==> config.mk <==
export PLATFORM = sky130hd
export DESIGN_NAME = mem_port_arbiter
export DESIGN_NICKNAME = d
export VERILOG_FILES = /design/src/rtl/mem_arb_pkg.sv /design/src/rtl/mem_arb_picker.sv /design/src/rtl/mem_port_arbiter.sv
export SDC_FILE = /design/constraint.sdc
export NUM_CORES = 1
export LEC_CHECK = 0
export CORE_AREA = 2 2 179 181
export CTS_CLUSTER_SIZE = 20
export DETAILED_ROUTE_END_ITERATION = 16
export DIE_AREA = 0 0 181 183
export DONT_BUFFER_PORTS = 1
export PLACE_DENSITY_LB_ADDON = 0.3
export SLEW_MARGIN = 20
export SYNTH_ARGS = -nofsm -noshare
export SYNTH_HDL_FRONTEND = slang
export SYNTH_HIERARCHICAL = 1
export SYNTH_SLANG_ARGS = --single-unit
export TNS_END_PERCENT = 100
==> constraint.sdc <==
create_clock -name i_clk -period 1.75 [get_ports i_clk]
set_input_delay 0.175 -clock i_clk [delete_from_list [all_inputs] [get_ports i_clk]]
set_output_delay 0.175 -clock i_clk [all_outputs]
set_load 0.05 [all_outputs]
==> src/rtl/mem_arb_pkg.sv <==
// Shared types for the memory port arbiter: FSM states, owner encoding and counter sizing.
package mem_arb_pkg;

  typedef enum logic [1:0] {
    IDLE,
    ADDR,
    READ,
    WRITE
  } t_arb_state;

  typedef enum logic {
    OWNER_IF,
    OWNER_DM
  } t_owner;

  localparam int unsigned MIN_BEATS = 2;

  // Beat counter width; BEATS is a power of two >= MIN_BEATS.
  function automatic int unsigned cnt_width(input int unsigned beats);
    return (beats > MIN_BEATS) ? $clog2(beats) : 1;
  endfunction

endpackage

==> src/rtl/mem_arb_picker.sv <==
// Combinational two-way picker; round-robin by default, fixed data priority when
// MEM_ARB_DATA_PRIORITY_EN is defined.
module mem_arb_picker
  import mem_arb_pkg::*;
(
  input  logic       req_if,
  input  logic       req_dm,
  input  t_owner     last_owner,
  output logic [1:0] gnt          // bit 0 = fetch, bit 1 = data
);

  always_comb begin
    gnt = 2'b00;
    if (req_if && req_dm) begin
`ifdef MEM_ARB_DATA_PRIORITY_EN
      gnt = 2'b10;
`else
      gnt = (last_owner == OWNER_DM) ? 2'b01 : 2'b10;
`endif
    end else if (req_if) begin
      gnt = 2'b01;
    end else if (req_dm) begin
      gnt = 2'b10;
    end
  end

`ifdef MEM_ARB_DATA_PRIORITY_EN
  logic unused_last_owner;
  assign unused_last_owner = (last_owner == OWNER_DM);
`endif

endmodule

==> src/rtl/mem_port_arbiter.sv <==
// Shares one external memory port between fetch refills and data line transfers.
// Arbitration policy selectable with MEM_ARB_DATA_PRIORITY_EN (see mem_arb_picker).
module mem_port_arbiter
  import mem_arb_pkg::*;
#(
  parameter int unsigned ADDR_WIDTH = 64,
  parameter int unsigned DATA_WIDTH = 64,
  parameter int unsigned BEATS      = 8
) (
  input  logic                  i_clk,
  input  logic                  i_arstn,
  input  logic                  i_if_req,
  input  logic [ADDR_WIDTH-1:0] i_if_addr,
  output logic                  o_if_gnt,
  output logic                  o_if_rvalid,
  output logic                  o_if_done,
  input  logic                  i_dm_req,
  input  logic                  i_dm_we,
  input  logic [ADDR_WIDTH-1:0] i_dm_addr,
  input  logic [DATA_WIDTH-1:0] i_dm_wdata,
  output logic                  o_dm_gnt,
  output logic                  o_dm_rvalid,
  output logic                  o_dm_wready,
  output logic                  o_dm_done,
  output logic [DATA_WIDTH-1:0] o_rdata,
  output logic                  o_mem_valid,
  output logic                  o_mem_we,
  output logic [ADDR_WIDTH-1:0] o_mem_addr,
  input  logic                  i_mem_ready,
  output logic                  o_mem_wvalid,
  output logic [DATA_WIDTH-1:0] o_mem_wdata,
  input  logic                  i_mem_wready,
  input  logic                  i_mem_rvalid,
  input  logic [DATA_WIDTH-1:0] i_mem_rdata
);

  localparam int unsigned CW = cnt_width(BEATS);
  localparam logic [CW-1:0] LAST_BEAT = CW'(BEATS - 1);

  t_arb_state            state_q, state_d;
  t_owner                owner_q, owner_d;
  t_owner                last_owner_q, last_owner_d;
  logic [ADDR_WIDTH-1:0] addr_q, addr_d;
  logic                  we_q, we_d;
  logic [CW-1:0]         cnt_q, cnt_d;
  logic                  if_gnt_q, if_gnt_d, dm_gnt_q, dm_gnt_d;
  logic                  if_done_q, if_done_d, dm_done_q, dm_done_d;
  logic [1:0]            pick;
  logic                  beat_hs;
  logic                  last_beat;

  mem_arb_picker u_picker (
    .req_if     (i_if_req),
    .req_dm     (i_dm_req),
    .last_owner (last_owner_q),
    .gnt        (pick)
  );

  // Handshakes only count in their own phase; stray strobes elsewhere are ignored.
  assign beat_hs   = ((state_q == READ) && i_mem_rvalid) || ((state_q == WRITE) && i_mem_wready);
  assign last_beat = beat_hs && (cnt_q == LAST_BEAT);

  always_comb begin
    state_d      = state_q;
    owner_d      = owner_q;
    last_owner_d = last_owner_q;
    addr_d       = addr_q;
    we_d         = we_q;
    cnt_d        = cnt_q;
    if_gnt_d     = 1'b0;
    dm_gnt_d     = 1'b0;
    if_done_d    = 1'b0;
    dm_done_d    = 1'b0;
    unique case (state_q)
      IDLE: begin
        if (pick != 2'b00) begin
          owner_d  = pick[1] ? OWNER_DM : OWNER_IF;
          addr_d   = pick[1] ? i_dm_addr : i_if_addr;
          we_d     = pick[1] & i_dm_we;
          if_gnt_d = pick[0];
          dm_gnt_d = pick[1];
          state_d  = ADDR;
        end
      end
      ADDR: begin
        if (i_mem_ready) begin
          state_d = we_q ? WRITE : READ;
          cnt_d   = '0;
        end
      end
      READ, WRITE: begin
        if (beat_hs) begin
          cnt_d = last_beat ? '0 : cnt_q + CW'(1);
          if (last_beat) begin
            state_d      = IDLE;
            last_owner_d = owner_q;
            if_done_d    = (owner_q == OWNER_IF);
            dm_done_d    = (owner_q == OWNER_DM);
          end
        end
      end
      default: state_d = IDLE;
    endcase
  end

  always_ff @(posedge i_clk or negedge i_arstn) begin
    if (!i_arstn) begin
      state_q      <= IDLE;
      owner_q      <= OWNER_IF;
      last_owner_q <= OWNER_DM;
      addr_q       <= '0;
      we_q         <= 1'b0;
      cnt_q        <= '0;
      if_gnt_q     <= 1'b0;
      dm_gnt_q     <= 1'b0;
      if_done_q    <= 1'b0;
      dm_done_q    <= 1'b0;
    end else begin
      state_q      <= state_d;
      owner_q      <= owner_d;
      last_owner_q <= last_owner_d;
      addr_q       <= addr_d;
      we_q         <= we_d;
      cnt_q        <= cnt_d;
      if_gnt_q     <= if_gnt_d;
      dm_gnt_q     <= dm_gnt_d;
      if_done_q    <= if_done_d;
      dm_done_q    <= dm_done_d;
    end
  end

  assign o_if_gnt     = if_gnt_q;
  assign o_dm_gnt     = dm_gnt_q;
  assign o_if_done    = if_done_q;
  assign o_dm_done    = dm_done_q;
  assign o_mem_valid  = (state_q == ADDR);
  assign o_mem_we     = we_q;
  assign o_mem_addr   = addr_q;
  assign o_if_rvalid  = (state_q == READ) && i_mem_rvalid && (owner_q == OWNER_IF);
  assign o_dm_rvalid  = (state_q == READ) && i_mem_rvalid && (owner_q == OWNER_DM);
  assign o_rdata      = ((state_q == READ) && i_mem_rvalid) ? i_mem_rdata : '0;
  assign o_mem_wvalid = (state_q == WRITE);
  assign o_dm_wready  = (state_q == WRITE) && i_mem_wready;
  assign o_mem_wdata  = (state_q == WRITE) ? i_dm_wdata : '0;

endmodule

==> results.toml, run 1 <==
[synthesis]
synth_area_leaders = "dfrtp_1 37%, mux2_4 18%, and3_1 16%, mux2_1 8.5%, mux2_2 7.0%"
async_flop_share_pct = 100
synth-seq-cells = 76
yosys.area.top_type = "dfrtp_1"
synth_area_sq_um = 5010
synth_most_common_cell = "and3_1"
syn_area_per_cell_sq_um = 12.0
syn-instance-count = 419
yosysSeqAreaShare_pct = 38.0
postSynthNetCount = 685
synth_ff_type = "dfrtp_1"
netlist_top_cells_count = "130 x and3_1, 75 x dfrtp_1, 60 x mux2_4"
synth_cell_types = 34
synth_top_area_share_pct = 37.5
yosys_warnings = 6
synth-edff-count = 0

[die]
die_y_um = 183
initial_core_util_pct = 16.0
core_area_sq_um = 31200
num_rows = 65
die_width_um = 181
num_io_pins = 466
die-area_sq_um = 33100

[power]
power_frac_comb_pct = 60.9
power_leakage_uw = 0.00409
intPower_uw = 11000
p_sw_share_pct = 49.1
power.density_nw_per_um2 = 2190
pwr-share-seq_pct = 28.1
total_power_uw = 21500
irDropWorstVdd_mv = 1.12
p_sw_uw = 10600
pwr-share-clk_pct = 11.0

[routing]
vias = 4293
drc_errors = 0
drt_iter0_drc = 121
met2_length_um = 13700
wire_per_inst_um = 25.6
met3_length_um = 2220
highest_layer = "met5"
routedLengthMet1_um = 8190
viasPerCell = 4.32
ant_nets = 0
first_pass_iters = 4
wirelength_um = 25500

[job]
max_cap_violations = 0

[layout]
syn2layout_area_growth_pct = 96.6
layout.nets = 846
ff_latch_area_sq_um = 1910
num-fill-cells = 3059
drive_gt1_share_pct = 74.5
fin_cells = 994
multiInputGateArea_sq_um = 3420

[critical_path]
arrival_ns = 1.66
slowest_delay_ns = 0.46
r2r-end = "o_mem_addr[57]"
reg2reg_from = "last_owner_q"
worstPathMaxFanout = 8
required_ns = 1.57
r2r_slack_ns = -0.06
rr_worst_depth = 7
critPathKind = "reg -> out"
critical_path.cell_chain = "nor2b_4, buf_6, clkbuf_16, and3_4, buf_12"
cp-end-kind = "output port"
startpoint_type = "flop"
critPathSlowestCell = "dfrtp_2"

[timing]
relSlewSlack_pct = 62.3
period_share_pct = 105
worst_slack_ns = -0.0814
finalCriticalPeriod_ns = 1.83
rsz0062_at_grt = "yes"
holdWs_ns = -0.478
clock.fmax_mhz = 546
final.setup.tns_ns = -5.24
finalClockSkew_ns = 0.0135
setup_violations = 115
worst_pin_slew_ns = 0.566
finalHoldViolCount = 76
slew_violations = 0

[global_route]
antenna_found_initial = 9
grt_max_degree = 77
grt_use_total_pct = 13.5
grt_pass1_wl_um = 32400
grt.overflow.total = 0
grt_pass1_vias = 4528

[clocking]
clock_sinks = 76
cts_hold_buffers = 2
htreeDepth = 3
clk_latency_ns = 0.35
path_clk_slew_ns = 0.07
cts_root_buffer = "clkbuf_16"
cts_tree = "done"
cts-buffers-inserted = 9
clk_path_buf_depth = 2

[place]
post-place-ws_ns = -0.0266
gp_congestion = 0.816
dp_cells = 930
port_buffers = 0
dpl.hpwl_um = 18200

[outcome]
status = "finished, violations left"
violations = "negative hold slack, negative setup slack"

[min_path]
min_path_type = "in -> async"
[area by class of cell]
class | count | area share, %
repair buffers | 194 | 36.7
multi-input cells | 296 | 34.7
flip-flops and latches | 76 | 19.4
well taps | 402 | 5.11
clock buffers | 10 | 2.43
clock inverters | 6 | 1.36
diodes | 7 | 0.178
inverters | 3 | 0.114
[worst max-delay path, delay by kind of cell (launching register included)]
family | cells | cell delay, ns
buffers and inverters | 3 | 0.46
DFF | 1 | 0.46
and+or+nand+nor | 2 | 0.37
[power groups by stage]
stage / Sequential, uW / Clock, uW / Combinational [uW]
floorplan: 5800 / 0 / 6310
global placement: 6060 / 0 / 10700
detailed placement: 6080 / 0 / 11000
CTS: 6070 / 2460 / 11800
global route: 6130 / 2520 / 13500
finish: 6040 / 2370 / 13100
[layout by cell type, fill, tap and decap left out, drive strengths merged]
| cell type | n |
|---|---|
| a21boi | 2 |
| a21o | 1 |
| a21oi | 2 |
| a22o | 1 |
| and2 | 4 |
| and3 | 130 |
| buf | 184 |
| bufinv | 4 |
| clkbuf | 18 |
| clkinv | 1 |
| dfrtp | 75 |
| dfstp | 1 |
| diode | 7 |
| dlygate4sd3 | 2 |
| ha | 2 |
| inv | 4 |
| mux2 | 129 |
| mux2i | 1 |
| nand2 | 2 |
| nand2b | 4 |
| nand3b | 1 |
| nor2 | 3 |
| nor2b | 3 |
| nor3 | 1 |
| o211ai | 3 |
| o21a | 2 |
| o21ai | 4 |
| o31ai | 1 |
[metrics by stage]
| step | utilization, % | instance area, sq um |
|---|---|---|
| finish | 31.5 | 9850 |
| global route | 31.5 | 9850 |
| global placement | 25.8 | 8070 |
| floorplan | - | 5010 |
| CTS | 28.9 | 9020 |
| detailed placement | 25.8 | 8070 |
[logic make-up (layout without fill, tap and decap cells)]
family / after synthesis / in the layout / synth area share [%]
simple gates: 148 / 148 / 18.5
mux: 130 / 130 / 33.9
flops: 76 / 76 / 38.0
buf+inv: 47 / 213 / 6.77
compound gates: 16 / 16 / 2.27
fa+ha+maj: 2 / 2 / 0.499
other cells: 0 / 7 / 0
[state kept, by name (all words and copies together), names as in the netlist]
| register | cells |
|---|---|
| o_mem_addr | 64 |
| state_q | 2 |
| o_dm_done | 1 |
| o_mem_we | 1 |
| cnt_q | 3 |
| o_dm_gnt | 1 |
| o_if_gnt | 1 |
| o_if_done | 1 |
| owner_q | 1 |
| last_owner_q | 1 |
[worst max-delay path by stage]
stage | slack [ns] | cells after the start | end | start
5_1_grt | -0.15 | 5 | o_rdata[62] | state_q[0]
3_3_place_gp | 0.03 | 5 | o_mem_addr[13] | last_owner_q
2_1_floorplan | 0.1 | 5 | o_rdata[33] | state_q[0]
4_1_cts | -0.11 | 5 | o_rdata[8] | state_q[0]
3_5_place_dp | -0.03 | 5 | o_mem_addr[6] | last_owner_q
6_report | -0.08 | 5 | o_rdata[11] | state_q[0]
[per-layer routing]
layer / up-vias / global-route usage [%]
met5: - / 0
met2: 280 / 24.4
li1: 1846 / -
met1: 2108 / 12.8
met3: 55 / 5.30
met4: 4 / 8.49
[what timing repair did]
item | CTS | global route
hold endpoints to repair | 78 | 76
endpoints found under the setup margin | 189 | 193
setup buffers | 7 | 14
pin swaps | 2 | 25
gates cloned | 7 | 12
gates resized for setup | 62 | 119
Power figures use the tool's default switching activity.
==> inputs of run 2 (changes only) <==
Settings changed: SKIP_CTS_REPAIR_TIMING set to 1.
Clock period 1.75 ns to 1.59 ns, I/O delays scaled along.
==> results.toml, run 2 (synthesized netlist as in run 1, its figures left out) <==
[outcome]
status = "finished, violations left"
violations = "negative hold slack, negative setup slack"

[layout]
num-fill-cells = 3179
mostFrequentLayoutCells = "139 x buf_12, 73 x dfrtp_1, 62 x and3_1"
syn2layout_area_growth_pct = 81.5
final_common_cell = "buf_12"
finish.utilization_pct = 29.1
largest_reg_flops = 64
layout.nets = 833
drive_gt1_share_pct = 64.0

[die]
die_width_um = 181
core_area_sq_um = 31200
die-area_sq_um = 33100
initial_core_util_pct = 16.0
die_y_um = 183
num_rows = 65
num_io_pins = 466

[critical_path]
cp-end-kind = "output port"
critPathKind = "reg -> out"
reg2reg_from = "last_owner_q"
worstPathMaxFanout = 11
startpoint_type = "flop"
rr_worst_depth = 4
arrival_ns = 1.71
startpoint = "state_q[0]"
required_ns = 1.43

[routing]
viasPerCell = 4.14
wire_per_inst_um = 21.9
drc_errors = 0
drt_iter0_drc = 141
vias = 4053
first_pass_iters = 4
wirelength_um = 21500
ant_nets = 0

[clocking]
htreeDepth = 3
clk_path_buf_depth = 2
cts_root_buffer = "clkbuf_16"
cts_tree = "done"
clk_latency_ns = 0.35
clock_sinks = 76
cts-buffers-inserted = 9
path_clk_slew_ns = 0.06

[timing]
holdWs_ns = -0.494
finalCriticalPeriod_ns = 1.87
period_share_pct = 118
rsz0062_at_grt = "yes"
relSlewSlack_pct = 62.7
finalClockSkew_ns = 0.0108
setup_violations = 197
slew_violations = 0
clock.fmax_mhz = 535
worst_slack_ns = -0.279
worst_pin_slew_ns = 0.560
finalHoldViolCount = 76

[global_route]
grt.overflow.total = 0
grt_pass1_wl_um = 28400
grt_use_total_pct = 11.7
antenna_found_initial = 4
grt_max_degree = 77
grt_pass1_vias = 4240

[power]
power_leakage_uw = 0.00398
power.density_nw_per_um2 = 2430
irDropWorstVdd_mv = 1.13

[place]
post-place-ws_ns = -0.123
port_buffers = 0
dpl.hpwl_um = 17300
gp_congestion = 0.878

[job]
max_cap_violations = 0

[min_path]
min_path_type = "in -> async"
run 2: final timing paths:
check	to	slack [ns]
max in group asynchronous	last_owner_q	1.87
min reg2reg	o_mem_addr[33]	0.52
max reg2reg	o_mem_addr[11]	-0.11
min in group i_clk	state_q[1]	0.01
min	o_mem_addr[6]	-0.49
max	o_rdata[48]	-0.28
run 2: metrics by stage:
| stage | instances | total power (uW) | instance area [sq um] | setup TNS [ns] |
|---|---|---|---|---|
| 6_report | 979 | 22100 | 9090 | -31.51 |
| 5_1_grt | 977 | 22800 | 9090 | -44.39 |
| 4_1_cts | 960 | 21300 | 8530 | -51.61 |
| 3_5_place_dp | 944 | 18900 | 8190 | -6.42 |
| 3_3_place_gp | 944 | 18800 | 8190 | -4.85 |
| 2_1_floorplan | 419 | 13400 | 5060 | 0 |
run 2: layout make-up:
class / instances / area (sq um) / area share (%)
Antenna cell: 5 / 12.5 / 0.138
Clock buffer: 13 / 270 / 2.97
Clock inverter: 3 / 67.6 / 0.743
Inverter: 3 / 11.3 / 0.124
Multi-Input combinational cell: 296 / 3070 / 33.8
Sequential cell: 76 / 1910 / 21.0
Tap cell: 402 / 503 / 5.53
Timing Repair Buffer: 181 / 3250 / 35.7
run 2: metal layers:
| layer | part of all wire [%] | global-route usage (%) | vias to the layer above |
|---|---|---|---|
| li1 | - | - | 1821 |
| met1 | 35 | 12.3 | 1925 |
| met2 | 54 | 21.5 | 278 |
| met3 | 9.4 | 4.49 | 27 |
| met4 | 1.9 | 3.51 | 2 |
| met5 | 0.051 | 0 | - |
run 2: critical path, cell delays in order, from the launching register on:
cell	delay, ns
dfrtp_2	0.43
buf_8	0.14
nor2b_4	0.12
buf_12	0.15
clkbuf_16	0.16
and3_2	0.21
buf_12	0.14
run 2: power breakdown:
group / internal (uW) / total (uW) / switching, uW
sequential: 2840 / 6270 / 3440
clock: 1500 / 2290 / 792
combinational: 6660 / 13500 / 6840
total: 11000 / 22100 / 11100
==> inputs of run 3 (changes only) <==
Settings changed: GPL_ROUTABILITY_DRIVEN set to 0.
==> results of run 3 <==
No change in the layout: final DEF, timing and power equal those of run 2.
